**src/rtl/uart_rx_frame.sv**
```systemverilog
// Oversampling UART receiver with a terminator-delimited message assembler.
// Optional parity bit: define UART_RX_PARITY_EN (sense set by PARITY_ODD).
//
// Ports:
//   clk_50M    system clock
//   rst        synchronous reset, active-high
//   rx         asynchronous serial line, idle high
//   rx_byte    last received character
//   rx_valid   one-cycle pulse when rx_byte updates
//   frame_err  one-cycle pulse when the stop bit samples 0
//   parity_err one-cycle pulse on parity mismatch (0 without parity)
//   msg_data   completed message, first byte in [7:0], unused bytes zero
//   msg_len    message byte count, terminator excluded
//   msg_req    message-available request
//   msg_ack    consumer acknowledge
//   msg_ovf    one-cycle pulse when a message is dropped
module uart_rx_frame #(
    parameter int unsigned CLK_HZ     = 50000000,
    parameter int unsigned BAUD       = 115200,
    parameter int unsigned DATA_BITS  = 8,
    parameter int unsigned MSG_MAX    = 11,
    parameter logic [7:0]  TERM       = 8'h23,
    parameter bit          PARITY_ODD = 1'b0
) (
    input  logic                         clk_50M,
    input  logic                         rst,
    input  logic                         rx,
    output logic [DATA_BITS-1:0]         rx_byte,
    output logic                         rx_valid,
    output logic                         frame_err,
    output logic                         parity_err,
    output logic [8*MSG_MAX-1:0]         msg_data,
    output logic [$clog2(MSG_MAX+1)-1:0] msg_len,
    output logic                         msg_req,
    input  logic                         msg_ack,
    output logic                         msg_ovf
);

    localparam int unsigned CLKS_PER_BIT = CLK_HZ / BAUD;
    localparam int unsigned HALF  = CLKS_PER_BIT / 2;
    localparam int unsigned CNT_W =
        (CLKS_PER_BIT > 1) ? $clog2(CLKS_PER_BIT) : 1;
    localparam int unsigned IDX_W = $clog2(DATA_BITS);
    localparam int unsigned LEN_W = $clog2(MSG_MAX + 1);

    localparam logic [CNT_W-1:0] BIT_END  = CNT_W'(CLKS_PER_BIT - 1);
    localparam logic [CNT_W-1:0] HALF_END = CNT_W'(HALF - 1);
    localparam logic [IDX_W-1:0] IDX_END  = IDX_W'(DATA_BITS - 1);
    localparam logic [LEN_W-1:0] LEN_MAX  = LEN_W'(MSG_MAX);

    typedef enum logic [2:0] {
        S_IDLE,
        S_START,
        S_DATA,
`ifdef UART_RX_PARITY_EN
        S_PARITY,
`endif
        S_STOP,
        S_BRK
    } state_t;

    // Receiver state
    logic                 rx_s1_q, rxs_q;
    state_t               state_q, state_d;
    logic [CNT_W-1:0]     cnt_q, cnt_d;
    logic [IDX_W-1:0]     idx_q, idx_d;
    logic [DATA_BITS-1:0] shreg_q, shreg_d;
    logic [DATA_BITS-1:0] rx_byte_q, rx_byte_d;
    logic                 rx_valid_q, rx_valid_d;
    logic                 frame_err_q, frame_err_d;
`ifdef UART_RX_PARITY_EN
    logic                 par_bad_q, par_bad_d;
    logic                 parity_err_q, parity_err_d;
`endif

    // Assembler state
    logic [8*MSG_MAX-1:0] buf_q, buf_d;
    logic [LEN_W-1:0]     buf_cnt_q, buf_cnt_d;
    logic [8*MSG_MAX-1:0] msg_data_q, msg_data_d;
    logic [LEN_W-1:0]     msg_len_q, msg_len_d;
    logic                 msg_req_q, msg_req_d;
    logic                 msg_ovf_q, msg_ovf_d;

    logic       ack_take;
    logic       err_pulse;
    logic [7:0] byte8;

    always_comb begin
        state_d     = state_q;
        cnt_d       = cnt_q;
        idx_d       = idx_q;
        shreg_d     = shreg_q;
        rx_byte_d   = rx_byte_q;
        rx_valid_d  = 1'b0;
        frame_err_d = 1'b0;
`ifdef UART_RX_PARITY_EN
        par_bad_d    = par_bad_q;
        parity_err_d = 1'b0;
`endif
        unique case (state_q)
            S_IDLE: begin
                if (!rxs_q) begin
                    state_d = S_START;
                    cnt_d   = '0;
                    idx_d   = '0;
                end
            end
            S_START: begin
                if (cnt_q == HALF_END) begin
                    cnt_d   = '0;
                    // A start bit that is high again at mid-bit was a glitch
                    state_d = rxs_q ? S_IDLE : S_DATA;
                end else begin
                    cnt_d = cnt_q + 1'b1;
                end
            end
            S_DATA: begin
                if (cnt_q == BIT_END) begin
                    cnt_d   = '0;
                    // LSB arrives first, so shift in from the top
                    shreg_d = {rxs_q, shreg_q[DATA_BITS-1:1]};
                    if (idx_q == IDX_END) begin
`ifdef UART_RX_PARITY_EN
                        state_d = S_PARITY;
`else
                        state_d = S_STOP;
`endif
                    end else begin
                        idx_d = idx_q + 1'b1;
                    end
                end else begin
                    cnt_d = cnt_q + 1'b1;
                end
            end
`ifdef UART_RX_PARITY_EN
            S_PARITY: begin
                if (cnt_q == BIT_END) begin
                    cnt_d     = '0;
                    par_bad_d = rxs_q ^ (^shreg_q) ^ PARITY_ODD;
                    state_d   = S_STOP;
                end else begin
                    cnt_d = cnt_q + 1'b1;
                end
            end
`endif
            S_STOP: begin
                if (cnt_q == BIT_END) begin
                    cnt_d = '0;
                    if (rxs_q) begin
                        state_d = S_IDLE;
`ifdef UART_RX_PARITY_EN
                        if (par_bad_q) begin
                            parity_err_d = 1'b1;
                        end else begin
                            rx_byte_d  = shreg_q;
                            rx_valid_d = 1'b1;
                        end
`else
                        rx_byte_d  = shreg_q;
                        rx_valid_d = 1'b1;
`endif
                    end else begin
                        frame_err_d = 1'b1;
                        state_d     = S_BRK;
                    end
                end else begin
                    cnt_d = cnt_q + 1'b1;
                end
            end
            S_BRK: begin
                if (rxs_q) begin
                    state_d = S_IDLE;
                end
            end
            default: state_d = S_IDLE;
        endcase
    end

    assign ack_take  = msg_req_q & msg_ack;
    assign err_pulse = frame_err_q | parity_err;
    assign byte8     = 8'(rx_byte_q);

    always_comb begin
        buf_d      = buf_q;
        buf_cnt_d  = buf_cnt_q;
        msg_data_d = msg_data_q;
        msg_len_d  = msg_len_q;
        msg_req_d  = msg_req_q;
        msg_ovf_d  = 1'b0;
        if (ack_take) begin
            msg_req_d  = 1'b0;
            msg_data_d = '0;
            msg_len_d  = '0;
        end
        if (err_pulse) begin
            buf_d     = '0;
            buf_cnt_d = '0;
        end else if (rx_valid_q) begin
            if (byte8 != TERM) begin
                if (buf_cnt_q < LEN_MAX) begin
                    for (int i = 0; i < int'(MSG_MAX); i++) begin
                        if (buf_cnt_q == LEN_W'(i)) begin
                            buf_d[8*i +: 8] = byte8;
                        end
                    end
                    buf_cnt_d = buf_cnt_q + 1'b1;
                end else begin
                    msg_ovf_d = 1'b1;
                    buf_d     = '0;
                    buf_cnt_d = '0;
                end
            end else if (buf_cnt_q != '0) begin
                // An ack taken this cycle frees the slot for the new message
                if (!msg_req_q || ack_take) begin
                    msg_data_d = buf_q;
                    msg_len_d  = buf_cnt_q;
                    msg_req_d  = 1'b1;
                end else begin
                    msg_ovf_d = 1'b1;
                end
                buf_d     = '0;
                buf_cnt_d = '0;
            end
        end
    end

    always_ff @(posedge clk_50M) begin
        if (rst) begin
            rx_s1_q     <= 1'b1;
            rxs_q       <= 1'b1;
            state_q     <= S_IDLE;
            cnt_q       <= '0;
            idx_q       <= '0;
            shreg_q     <= '0;
            rx_byte_q   <= '0;
            rx_valid_q  <= 1'b0;
            frame_err_q <= 1'b0;
`ifdef UART_RX_PARITY_EN
            par_bad_q    <= 1'b0;
            parity_err_q <= 1'b0;
`endif
            buf_q       <= '0;
            buf_cnt_q   <= '0;
            msg_data_q  <= '0;
            msg_len_q   <= '0;
            msg_req_q   <= 1'b0;
            msg_ovf_q   <= 1'b0;
        end else begin
            rx_s1_q     <= rx;
            rxs_q       <= rx_s1_q;
            state_q     <= state_d;
            cnt_q       <= cnt_d;
            idx_q       <= idx_d;
            shreg_q     <= shreg_d;
            rx_byte_q   <= rx_byte_d;
            rx_valid_q  <= rx_valid_d;
            frame_err_q <= frame_err_d;
`ifdef UART_RX_PARITY_EN
            par_bad_q    <= par_bad_d;
            parity_err_q <= parity_err_d;
`endif
            buf_q       <= buf_d;
            buf_cnt_q   <= buf_cnt_d;
            msg_data_q  <= msg_data_d;
            msg_len_q   <= msg_len_d;
            msg_req_q   <= msg_req_d;
            msg_ovf_q   <= msg_ovf_d;
        end
    end

`ifdef UART_RX_PARITY_EN
    assign parity_err = parity_err_q;
`else
    // Parity sense has no role without a parity bit on the line
    logic unused_parity_odd;
    assign unused_parity_odd = PARITY_ODD;
    assign parity_err = 1'b0;
`endif

    assign rx_byte   = rx_byte_q;
    assign rx_valid  = rx_valid_q;
    assign frame_err = frame_err_q;
    assign msg_data  = msg_data_q;
    assign msg_len   = msg_len_q;
    assign msg_req   = msg_req_q;
    assign msg_ovf   = msg_ovf_q;

endmodule
```
**config.mk**
```make
export PLATFORM = sky130hd
export DESIGN_NAME = uart_rx_frame
export DESIGN_NICKNAME = d
export VERILOG_FILES = /design/src/rtl/uart_rx_frame.sv
export SDC_FILE = /design/constraint.sdc
export NUM_CORES = 1
export LEC_CHECK = 0
export CAP_MARGIN = 20
export CORE_UTILIZATION = 50
export CTS_CLUSTER_DIAMETER = 40
export DETAILED_ROUTE_END_ITERATION = 16
export PLACE_DENSITY = 0.73
export REMOVE_ABC_BUFFERS = 1
export SLEW_MARGIN = 10
export SYNTH_ARGS = -nofsm -noshare
export SYNTH_HDL_FRONTEND = slang
export SYNTH_SLANG_ARGS = --single-unit
```
**constraint.sdc**
```tcl
create_clock -name clk_50M -period 4.34 [get_ports clk_50M]
set_input_delay 1.302 -clock clk_50M [delete_from_list [all_inputs] [get_ports clk_50M]]
set_output_delay 1.302 -clock clk_50M [all_outputs]
set_load 0.02 [all_outputs]
```
==> results.toml, run 1 <==
[timing]
worst_pin_slew_ns = 0.8771
slew_headroom_pct = 41.32
timing.setup.tns_ns = 0
setup_slack_ns = 1.106
hold_viol_final = 0
fin_crit_ns = 3.234
slew_violations = 0
fin_crit_sh_pct = 74.51
setup_violations = 0
rsz0062_at_grt = "false"
fmax_ghz = 0.3093
whs_ns = 0.4073
clock_skew_ns = 0.01535

[floorplanning]
die_area_um2 = 18950
fp.dieH_um = 137.7
core-area_um2 = 18020
initial_core_util_pct = 51.05
io_pins = 109
rows = 49
die_x_um = 137.7

[setup_path]
r2r-end = "msg_data[87]"
slowest_delay_ns = 0.74
r2r_slack_ns = 1.39
cp_slowest_cell = "clkdlybuf4s50_1"
r2r_cells = 5
startpoint_type = "flop"
r2r-start = "rx_byte[5]"
cp_cell_sequence = "clkdlybuf4s50_1"
arrival_ns = 1.93
crit_type = "reg -> out"
critPathRequiredTime_ns = 3.04
crit_start = "rx_byte[3]"
path_buf_inv = 1
endpoint_kind = "output pin"
cp_max_fo = 10
crit_family = "buffers and inverters"

[final_layout]
final_common_cell = "dfxtp_1"
post_route_cells_drive_above_1_share_pct = 8.219
areaGrowthSynthToFinish_pct = 22.98
antenna_cells = 0
final_cell_area_um2 = 11320
mostFrequentLayoutCells = "dfxtp_1, a21oi_1, nand3_1"
fin_nets = 1086
n_fill_cell = 1616

[clocking]
clkTransAtPathRegs_ns = 0.06
hold_buffers = 0
clock-root-buffer = "clkbuf_16"
cts_buffers = 28
htreeDepth = 1
clk_latency_ns = 0.53
cts.sinks = 221
ctsLongestPathBuffers = 3
post-cts-setup-buffer-count = 0
ctsResizeCount = 0
cts_tree = "built"

[placement]
dpl-instance-area_um2 = 10260
io_buffer_count = 107
dp_hpwl_um = 14830
routabilityCongestion = 0.8400
place_ws_ns = 1.132

[worst_hold_path]
hold_depth = 1
min-delay-start = "rx_s1_q"
min_to = "rxs_q"
min_path_type = "reg -> reg"

[logic_synthesis]
ys_seq_elements = 221
synth_top_area_cell = "dfxtp_1"
synthCells = 1030
ys_types = 61
synth_ff_type = "dfxtp_1"
avgSynthCellArea_um2 = 8.933
synthArstFlopShare_pct = 0
ys_seq_area_share_pct = 48.08
synth_edf_count = 0
synth.area.top_cells = "dfxtp_1, o211ai_1, a21oi_1"
netlist_area_um2 = 9201
yosys_warnings = 0
yosysTopAreaCellShare_pct = 48.08

[detailed_routing]
drtAntennaViolNets = 0
drcViolationCount = 0
drt_iter0_drc = 551
dr_wl_met3_um = 1451
highest_layer = "met4"
wl_um = 24050
met2_length_um = 11190
wl_per_cell_um = 18.17
wl_met1_um = 11040
avgViaCountPerCell = 6.128
vias = 8113
first_pass_iters = 7

[grt]
grt_pass1_vias = 7532
antenna_found_initial = 0
grt_pass1_wl_um = 39200
grt_overflow = 0
grt_max_degree = 93
grtUsageTotal_pct = 25.66

[power_and_ir_drop]
power.density_nw_per_um2 = 413.4
total_power_uw = 4678
ir_drop_v = 0.0003464
leakagePower_uw = 0.003726

[run]
drv_cap = 0

[status]
outcome = "finished, final reports clean"
[metrics by stage]
| step | instances | utilization (%) |
|---|---|---|
| 6_report | 1324 | 62.78 |
| 5_1_grt | 1324 | 62.78 |
| 3_5_place_dp | 1272 | 56.90 |
| 2_1_floorplan | 918 | - |
| 4_1_cts | 1324 | 62.78 |
| 3_3_place_gp | 1272 | 56.90 |
[flip-flops by register name, indices dropped and copies added, names as in the netlist]
| name | flops |
|---|---|
| rx_byte | 8 |
| msg_req | 1 |
| rx_s1_q | 1 |
| shreg_q | 8 |
| frame_err | 1 |
| cnt_q | 9 |
| buf_q | 88 |
| buf_cnt_q | 4 |
| msg_ovf | 1 |
| idx_q | 3 |
| state_q | 3 |
| msg_len | 4 |
| rx_valid | 1 |
| msg_data | 88 |
| rxs_q | 1 |
[logic make-up (layout without fill, tap and decap cells)]
| group | after synthesis | count (layout) | synth area share [%] |
|---|---|---|---|
| buffers and inverters | 121 | 186 | 5.575 |
| multiplexers | 30 | 30 | 3.264 |
| other | 1 | 1 | 0.04076 |
| XOR/XNOR | 2 | 2 | 0.1904 |
| adder cells (fa/ha/maj) | 9 | 9 | 1.224 |
| flip-flops | 221 | 221 | 48.08 |
| AO/OA/AOI/OAI | 315 | 315 | 22.65 |
| AND/OR/NAND/NOR | 331 | 331 | 18.97 |
[layer usage]
metal  track usage (%)  vias up
li1                  -     3922
met1             36.28     3895
met2             40.70      264
met3             3.311       32
met4             7.326        0
met5                 0        -
[how the worst max path moves through the flow]
stage          cells after the start  slack [ns]           end
6_report                           1        1.11    rx_byte[3]
3_3_place_gp                       6        1.19  msg_data[16]
4_1_cts                            1        1.11    rx_byte[4]
5_1_grt                            1        1.07    rx_byte[3]
3_5_place_dp                       6        1.13  msg_data[31]
2_1_floorplan                      4       -0.97     buf_q[16]
[synth_stat cells, types with 3 or more instances]
master and number:
o22ai_1 24, nand3_1 127, nor3b_1 4, ha_1 9
a32o_1 9, nand4b_1 4, o211ai_1 94, nand2_1 71
buf_2 32, o32ai_1 4, nor2_1 31, a21o_1 3
nor2b_1 3, nor4_1 8, buf_4 3, inv_1 9
nor3_1 8, o21a_1 4, a21oi_1 135, mux2i_1 30
and2_1 11, nand4_1 31, clkbuf_1 70, o21ai_0 8
buf_1 6, or2_2 4, nand2b_1 4, a2bb2oi_1 19
o31a_1 3, dfxtp_1 221
[final cells by class]
cell class | instances | area [um^2] | area share, %
clock buffer | 35 | 788.3 | 6.966
clock inverter | 17 | 271.5 | 2.399
timing repair buffer | 125 | 1229 | 10.86
inverter | 9 | 33.78 | 0.2985
tap | 229 | 286.5 | 2.532
sequential | 221 | 4424 | 39.10
multi-input combinational | 688 | 4283 | 37.85
[report_power, final]
| part | leakage [uW] | total [uW] | switching (uW) | internal (uW) |
|---|---|---|---|---|
| sequential | 0.00178 | 2040 | 4.08 | 2030 |
| combinational | 0.00144 | 65.3 | 50.3 | 15.1 |
| clock | 0.000509 | 2580 | 919 | 1660 |
| total | 0.00373 | 4680 | 973 | 3710 |
Note: power is estimated with default switching activity, not from simulation.
==> run 2, diff against run 1 <==
Settings changed: PLACE_DENSITY 0.73 to 0.75.
Clock period 4.34 ns to 2.7 ns, I/O delays scaled along.
==> run 2 against run 1 <==
Clock skew up 0.0070 ns. Register-to-register slack worse by 1.1 ns. Clock-buffer cell count up 3. Critical path type unchanged.
==> results.toml, run 2 (synthesis gave the netlist of run 1 again) <==
[status]
outcome = "finished, final reports clean"

[power_and_ir_drop]
pwr-share-comb_pct = 1.4
power.density_nw_per_um2 = 656.3
internal_power_uw = 6018
ir_drop_v = 0.0004936
power.share.clock_pct = 55.5
p_sw_share_pct = 20.86
pwr-share-seq_pct = 43.0
total_power_uw = 7605
p_switching_uw = 1587
leakagePower_uw = 0.003880

[clocking]
clock-root-buffer = "clkbuf_16"
cts.sinks = 221
ctsResizeCount = 0
ctsLongestPathBuffers = 3
hold_buffers = 0
clkTransAtPathRegs_ns = 0.06
clk_latency_ns = 0.54
cts_tree = "built"
htreeDepth = 1
cts_buffers = 30
post-cts-setup-buffer-count = 0

[timing]
slew_violations = 0
setup_slack_ns = 0.06992
rsz0062_at_grt = "false"
fin_crit_sh_pct = 97.41
setup_violations = 0
timing.setup.tns_ns = 0
slew_headroom_pct = 49.36
fin_crit_ns = 2.630
worst_pin_slew_ns = 0.7538
fmax_ghz = 0.3802
hold_viol_final = 0
clock_skew_ns = 0.02230

[floorplanning]
die_area_um2 = 18950
fp.dieH_um = 137.7
io_pins = 109
die_x_um = 137.7
rows = 49
initial_core_util_pct = 51.05
core-area_um2 = 18020

[grt]
grt_overflow = 0
grt_pass1_wl_um = 39830
grtUsageTotal_pct = 26.02
grt_pass1_vias = 7693
antenna_found_initial = 0
grt_max_degree = 93

[detailed_routing]
vias = 8342
avgViaCountPerCell = 6.193
wl_per_cell_um = 18.22
first_pass_iters = 8
drtAntennaViolNets = 0
drcViolationCount = 0
drt_iter0_drc = 537
wl_um = 24540

[final_layout]
instances_no_fill = 1347
post_route_cells_drive_above_1_share_pct = 10.11
antenna_cells = 0
seq_area_um2 = 4424
fin_nets = 1108
mostFrequentLayoutCells = "dfxtp_1, a21oi_1, nand3_1"
final_cell_area_um2 = 11590
multi_input_area_um2 = 4278
final_common_cell = "dfxtp_1"
n_fill_cell = 1543
areaGrowthSynthToFinish_pct = 25.93

[setup_path]
cp_max_fo = 6
crit_start = "rx_byte[4]"
crit_type = "reg -> out"
r2r-start = "buf_cnt_q[0]"
endpoint_kind = "output pin"
critPathRequiredTime_ns = 1.89
arrival_ns = 1.82
startpoint_type = "flop"

[placement]
routabilityCongestion = 0.9224
dpl-instance-area_um2 = 10490
dp_hpwl_um = 15130
io_buffer_count = 107
dp_cells = 1292
place_ws_ns = 0.2158

[run]
drv_cap = 0

[worst_hold_path]
min-delay-start = "rx_s1_q"
min_path_type = "reg -> reg"
==> run 2: worst paths after layout <==
check                 endpoint  slack [ns]  cells after the start
setup / recovery    rx_byte[4]        0.07                      2
hold / removal           rxs_q        0.40                      1
setup reg to reg  msg_data[18]        0.25                      7
hold reg to reg          rxs_q        0.40                      1
==> run 2: critical path, cell delays in order (launching register included) <==
cell and delay [ns]:
dfxtp_1 0.45, buf_4 0.22, clkdlybuf4s50_1 0.61
==> run 2: metrics by stage <==
step,utilization [%],hold WS [ns]
6_report,64.29,0.4047
5_1_grt,64.29,0.4171
4_1_cts,64.29,0.4061
3_5_place_dp,58.19,0.3938
3_3_place_gp,58.19,0.3927
2_1_floorplan,-,0.3895
==> run 2: area by class of cell <==
type,count,share of cell area [%]
clock buffer,38,7.353
inverter,9,0.2915
timing repair buffer,145,12.66
clock inverter,17,2.127
multi-input combinational,688,36.92
tap,229,2.473
sequential,221,38.18
==> run 2: routing by layer <==
metal / track usage (%) / routed length (um) / up-vias
li1: - / - / 3955
met1: 36.11 / 10830 / 4046
met2: 40.95 / 11510 / 295
met3: 4.305 / 1658 / 46
met4: 8.364 / 540 / 0
met5: 0 / 0 / -
==> run 2: power by group through the flow <==
stage                     logic [uW]  registers [uW]  clock network [uW]
after global placement           108            3340                   0
after floorplan                 47.5            3340                   0
after CTS                        109            3270                4270
final                            110            3270                4220
after global routing             119            3270                4420
after detailed placement         109            3340                   0
